[config.mk]
export PLATFORM = sky130hd
export DESIGN_NAME = store_monitor
export DESIGN_NICKNAME = d
export VERILOG_FILES = /design/src/rtl/store_mon_pkg.sv /design/src/rtl/store_fifo.sv /design/src/rtl/store_monitor.sv
export SDC_FILE = /design/constraint.sdc
export NUM_CORES = 1
export LEC_CHECK = 0
export CAP_MARGIN = 20
export CORE_MARGIN = 2
export CORE_UTILIZATION = 40
export CTS_CLUSTER_DIAMETER = 60
export DETAILED_ROUTE_END_ITERATION = 10
export GPL_ROUTABILITY_DRIVEN = 0
export PLACE_DENSITY_LB_ADDON = 0.1
export SLEW_MARGIN = 20
export SYNTH_ARGS = -nofsm -noshare
export SYNTH_HDL_FRONTEND = slang
export SYNTH_HIERARCHICAL = 1
export SYNTH_SLANG_ARGS = --single-unit
[constraint.sdc]
create_clock -name clk -period 5.6 [get_ports clk]
set_input_delay 1.12 -clock clk [delete_from_list [all_inputs] [get_ports clk]]
set_output_delay 1.12 -clock clk [all_outputs]
set_load 0.02 [all_outputs]
[src/rtl/store_mon_pkg.sv]
// Shared types for the store-bus monitor: run state, fail codes, log entry.
package store_mon_pkg;

  typedef enum logic [1:0] {
    ST_RUN  = 2'd0,
    ST_PASS = 2'd1,
    ST_FAIL = 2'd2
  } mon_state_e;

  localparam logic [1:0] FAIL_NONE    = 2'd0;
  localparam logic [1:0] FAIL_ADDR    = 2'd1;
  localparam logic [1:0] FAIL_TIMEOUT = 2'd2;

  typedef struct packed {
    logic [31:0] addr;
    logic [31:0] data;
  } log_entry_t;

endpackage

[src/rtl/store_fifo.sv]
// First-word-fall-through log FIFO. Head entry is presented combinationally
// from the storage registers; outputs read as zero while empty. A push into a
// full FIFO succeeds only when a pop happens in the same cycle, otherwise it
// is dropped and flagged on 'drop'.
module store_fifo
  import store_mon_pkg::*;
#(
  parameter int unsigned DEPTH = 8
) (
  input  logic                       clk,
  input  logic                       reset,
  input  logic                       push,
  input  log_entry_t                 push_entry,
  input  logic                       pop,
  output logic                       head_valid,
  output log_entry_t                 head_entry,
  output logic [$clog2(DEPTH):0]     count,
  output logic                       drop
);

  localparam int unsigned AW = $clog2(DEPTH);
  localparam int unsigned CW = AW + 1;

  log_entry_t        mem_q [DEPTH];
  log_entry_t        mem_d [DEPTH];
  logic [AW-1:0]     wr_ptr_q, wr_ptr_d;
  logic [AW-1:0]     rd_ptr_q, rd_ptr_d;
  logic [CW-1:0]     count_q, count_d;
  logic              full, empty, push_ok, pop_ok;

  // Next-state for storage, pointers and occupancy count.
  always_comb begin
    full    = (count_q == CW'(DEPTH));
    empty   = (count_q == '0);
    pop_ok  = pop && !empty;
    push_ok = push && (!full || pop_ok);
    drop    = push && !push_ok;

    mem_d    = mem_q;
    wr_ptr_d = wr_ptr_q;
    rd_ptr_d = rd_ptr_q;
    count_d  = count_q;

    if (push_ok) begin
      mem_d[wr_ptr_q] = push_entry;
      wr_ptr_d        = wr_ptr_q + 1'b1;
    end
    if (pop_ok) begin
      rd_ptr_d = rd_ptr_q + 1'b1;
    end
    case ({push_ok, pop_ok})
      2'b10:   count_d = count_q + 1'b1;
      2'b01:   count_d = count_q - 1'b1;
      default: count_d = count_q;
    endcase
  end

  // Head presentation; zeroed while empty so the read port is quiet.
  always_comb begin
    head_valid = !empty;
    head_entry = empty ? '0 : mem_q[rd_ptr_q];
    count      = count_q;
  end

  // Register storage and pointers.
  always_ff @(posedge clk) begin
    if (reset) begin
      for (int unsigned i = 0; i < DEPTH; i++) mem_q[i] <= '0;
      wr_ptr_q <= '0;
      rd_ptr_q <= '0;
      count_q  <= '0;
    end else begin
      mem_q    <= mem_d;
      wr_ptr_q <= wr_ptr_d;
      rd_ptr_q <= rd_ptr_d;
      count_q  <= count_d;
    end
  end

endmodule

[src/rtl/store_monitor.sv]
// Store-bus monitor downstream of the single-cycle ARM core. Decides pass/fail
// from store addresses and logs every accepted store into a FWFT FIFO.
// Optional run-cycle timeout enabled by defining STORE_MON_TIMEOUT_EN.
module store_monitor
  import store_mon_pkg::*;
#(
  parameter logic [31:0] PASS_ADDR      = 32'd196,
  parameter logic [31:0] SCRATCH_ADDR   = 32'd96,
  parameter int unsigned FIFO_DEPTH     = 8,
  parameter int unsigned TIMEOUT_CYCLES = 1024
) (
  input  logic                          clk,
  input  logic                          reset,
  input  logic                          MemWrite,
  input  logic [31:0]                   DataAdr,
  input  logic [31:0]                   WriteData,
  input  logic                          rd_en,
  output logic                          rd_valid,
  output logic [31:0]                   rd_addr,
  output logic [31:0]                   rd_data,
  output logic [$clog2(FIFO_DEPTH):0]   fifo_count,
  output logic [15:0]                   store_count,
  output logic                          done,
  output logic                          pass,
  output logic [1:0]                    fail_code,
  output logic                          overflow
);

  mon_state_e  state_q, state_d;
  logic [1:0]  fail_code_q, fail_code_d;
  logic        done_q, done_d;
  logic        pass_q, pass_d;
  logic [15:0] store_count_q, store_count_d;
  logic        overflow_q, overflow_d;
  logic        sample;
  logic        fifo_drop;
  log_entry_t  push_entry;
  log_entry_t  head_entry;

`ifdef STORE_MON_TIMEOUT_EN
  logic [31:0] run_cnt_q, run_cnt_d;
  logic        timeout_hit;
`else
  logic        timeout_unused;
  assign timeout_unused = (TIMEOUT_CYCLES != 0);
`endif

  store_fifo #(
    .DEPTH (FIFO_DEPTH)
  ) u_fifo (
    .clk        (clk),
    .reset      (reset),
    .push       (sample),
    .push_entry (push_entry),
    .pop        (rd_en),
    .head_valid (rd_valid),
    .head_entry (head_entry),
    .count      (fifo_count),
    .drop       (fifo_drop)
  );

  // Run decision, counters and next values of the registered status outputs.
  always_comb begin
    sample     = MemWrite && (state_q == ST_RUN);
    push_entry = '{addr: DataAdr, data: WriteData};

    state_d     = state_q;
    fail_code_d = fail_code_q;

    if (sample) begin
      if (DataAdr == PASS_ADDR) begin
        state_d = ST_PASS;
      end else if (DataAdr != SCRATCH_ADDR) begin
        state_d     = ST_FAIL;
        fail_code_d = FAIL_ADDR;
      end
    end

`ifdef STORE_MON_TIMEOUT_EN
    // Timeout applies only when no store decided the run on this edge.
    run_cnt_d   = (state_q == ST_RUN) ? run_cnt_q + 32'd1 : run_cnt_q;
    timeout_hit = (state_q == ST_RUN) && (run_cnt_q == 32'(TIMEOUT_CYCLES - 1));
    if (timeout_hit && (state_d == ST_RUN)) begin
      state_d     = ST_FAIL;
      fail_code_d = FAIL_TIMEOUT;
    end
`endif

    store_count_d = (sample && (store_count_q != '1)) ? store_count_q + 16'd1
                                                       : store_count_q;
    overflow_d    = overflow_q | fifo_drop;
    done_d        = (state_d != ST_RUN);
    pass_d        = (state_d == ST_PASS);
  end

  // Monitor state machine with registered outputs.
  always_ff @(posedge clk) begin
    if (reset) begin
      state_q       <= ST_RUN;
      fail_code_q   <= FAIL_NONE;
      done_q        <= 1'b0;
      pass_q        <= 1'b0;
      store_count_q <= '0;
      overflow_q    <= 1'b0;
`ifdef STORE_MON_TIMEOUT_EN
      run_cnt_q     <= '0;
`endif
    end else begin
      state_q       <= state_d;
      fail_code_q   <= fail_code_d;
      done_q        <= done_d;
      pass_q        <= pass_d;
      store_count_q <= store_count_d;
      overflow_q    <= overflow_d;
`ifdef STORE_MON_TIMEOUT_EN
      run_cnt_q     <= run_cnt_d;
`endif
    end
  end

  // Drive ports from the flops and the FIFO head.
  always_comb begin
    done        = done_q;
    pass        = pass_q;
    fail_code   = fail_code_q;
    store_count = store_count_q;
    overflow    = overflow_q;
    rd_addr     = head_entry.addr;
    rd_data     = head_entry.data;
  end

endmodule

==> qor.txt <==
clock root buffer = clkbuf_16
Slew HR = 26.5%
Post-DP HPWL = 39.6 mm
outcome = finished, final reports clean
DIE HEIGHT = 248 um
commonest cells after routing, fill and taps aside = 1031 x nand2_1, 541 x dfxtp_1, 522 x a21oi_1
Internal = 6.89 mW
top cell type by total area after synthesis = dfxtp_1
LEAKAGE = 8.60 nW
Worst EP required = 4480 ps
Sw Ratio = 29.3%
Netlist Area Pre-Place = 23700 um2
hold_buf cts = 0
Crit Path Max Fanout = 35
clk_lat worst skew = 630 ps
dpl ws = 1430 ps
Yosys top cell area share = 45.9%
Register-to-Register Path Depth = 9
Hold Crit Depth = 2
R2R Path End = u_fifo/count[3]
clk_skew = 22.7 ps
die area = 61300 um2
total gr overflow = 0
IO Count = 158
HP Class = flip-flop to flip-flop
RSZ-0062 raised after global routing = no
core area = 58800 um2
die width = 248 um
Final setup viols = 0
Net Count, Synth = 2869
First DRT Iteration DRCs = 1377
Slew @ Worst Pin = 1100 ps
Fmax = 219 MHz
DRC = 0
clock sink count = 544
Post-DRT Antenna Nets = 0
CP arrival = 3440 ps
Routed Wire Length = 74.3 mm
number of global-route vias before repair = 19309
drt first pass iters = 5
reg2reg setup slack = 1800 ps
logic gate share of total power = 18.6%
row count = 89
max-slew violations = 0
crit path time final = 4560 ps
Power Total = 9.74 mW
largest net degree at the start of global routing = 168
VDD IR max = 0.000254 V
number of synthesized register bits = 544
reg-to-reg startpoint = u_fifo/count[0]
clock buffer depth = 3
Synth warnings = 6
Starting Density = 40.4%
Post-Syn Instances = 2795
number of vias per cell = 5.46
number of setup buffers added after CTS = 0
Hold Crit Endpoint = u_fifo/mem_q[408]
kind of critical path = flip-flop to output port
share of cells above drive strength 1 = 10.5%
Seq/Total Area, Yosys = 45.9%
Flop pwr share = 42.5%
routed len/inst = 20.7 um
vias = 19613
ys flop type = dfxtp_1
CP endpoint kind = output port
Layout Cells excl Fill = 3593
asr flop ratio synth = 0%
distinct cell type count after synthesis = 62
setup TNS = 0 ps
cells taking the most area after synthesis = dfxtp_1 46%, nand2_1 16%, mux4_2 12%
initial antenna violation count = 7
CTS Buf Count = 60
Avg Cell Area, Syn = 8.49 um2
worst setup margin = 1040 ps
Final Cycle Share = 81.4%
clock power share = 38.9%
EDFF count, synth = 0
CTS tree = done
number of H-tree levels = 2
most common library cell in the layout ignoring fill and taps = nand2_1
fillers = 5684
area grow syn2layout = 15.5%
hold wc startpoint = u_fifo/mem_q[408]
Psw = 2.85 mW
Power Density = 355 nW/um2
Max Cap Viol = 0
nets = 2850
CTS resizes = 0
Placed Cells = 3487
first-pass GRT wire length = 114 mm
# port buffers = 156
Final Hold Fails = 0
total track usage = 24.1%
Worst Setup Start Kind = flip-flop
Clock Pin Slew Worst Setup and Hold Paths = 60 ps
==> metal layers <==
metal	vias to the layer above	share of wire [%]	GRT usage (%)
met5	-	0	0
met4	0	2.9	8.77
met3	127	5.7	3.16
met2	538	49	41.5
met1	9623	42	30.8
li1	9325	-	-
==> power by group through the flow <==
stage	sequential, mW	combinational (mW)	clock [mW]
floorplan	4.12	1.23	0
global placement	4.22	1.83	0
detailed placement	4.23	1.84	0
CTS	4.14	1.85	3.87
global route	4.16	1.95	4.02
finish	4.14	1.82	3.79
==> worst max path at each step <==
| stage | start | endpoint | slack, ps | cells after the start |
|---|---|---|---|---|
| floorplan | rd_en | u_fifo/count[3] | 2440 | 9 |
| global placement | rd_en | u_fifo/count[3] | 1420 | 8 |
| detailed placement | rd_en | u_fifo/count[3] | 1430 | 8 |
| CTS | u_fifo/count[0] | rd_data[24] | 960 | 5 |
| global route | u_fifo/rd_ptr_q[0] | rd_data[15] | 890 | 5 |
| finish | u_fifo/rd_ptr_q[0] | rd_data[15] | 1040 | 5 |
==> worst max-delay path, stage by stage, from the launching register on <==
cell	delay (ps)
dfxtp_4	860
buf_4	440
mux4_2	550
mux2i_1	340
nor2_1	70
clkdlybuf4s50_1	550
==> flip-flops by register name, summed over array words and instances, names as in the netlist <==
register,cells
overflow,1
fail_code,1
u_fifo/mem_q,512
pass,1
done,1
u_fifo/count,4
u_fifo/wr_ptr_q,3
state_q,2
u_fifo/rd_ptr_q,3
store_count,16
==> cells in the mapped netlist, types with 7 or more instances <==
cell type  count
a21oi_1      522
buf_1         20
buf_2        153
buf_6         13
clkbuf_1      94
dfxtp_1      544
mux2i_1       68
mux4_2       128
nand2_1     1031
nand3_1        7
nor2_1        88
nor4_1         7
==> final cells by class <==
cell class,count,area [um2],share of cell area [%]
diodes,7,17.5,0.0639
clock buffers,89,1770,6.46
clock inverters,10,92.6,0.338
inverters,4,15.0,0.0547
multi-input cells,1966,11600,42.2
flip-flops and latches,544,10900,39.7
well taps,773,967,3.53
repair buffers,200,2080,7.60
==> cells by family after synthesis <==
| family | after synthesis | share of synthesized area (%) |
|---|---|---|
| xor gates and xnor gates | 7 | 0.258 |
| AOI/OAI and AO/OA | 564 | 12.6 |
| other | 1 | 0.0158 |
| buffers and inverters | 285 | 5.74 |
| and+or+nand+nor | 1187 | 19.9 |
| DFF | 544 | 45.9 |
| adders and majority gates | 6 | 0.316 |
| muxes | 201 | 15.2 |
==> stage by stage <==
stage | cell area (um2) | hold slack (ps) | util [%]
after floorplan | 23700 | 433 | -
after global routing | 27400 | 465 | 46.6
after detailed placement | 25500 | 444 | 43.4
final | 27400 | 451 | 46.7
after global placement | 25500 | 438 | 43.4
after CTS | 27400 | 453 | 46.6
Power figures use the tool's default switching activity.
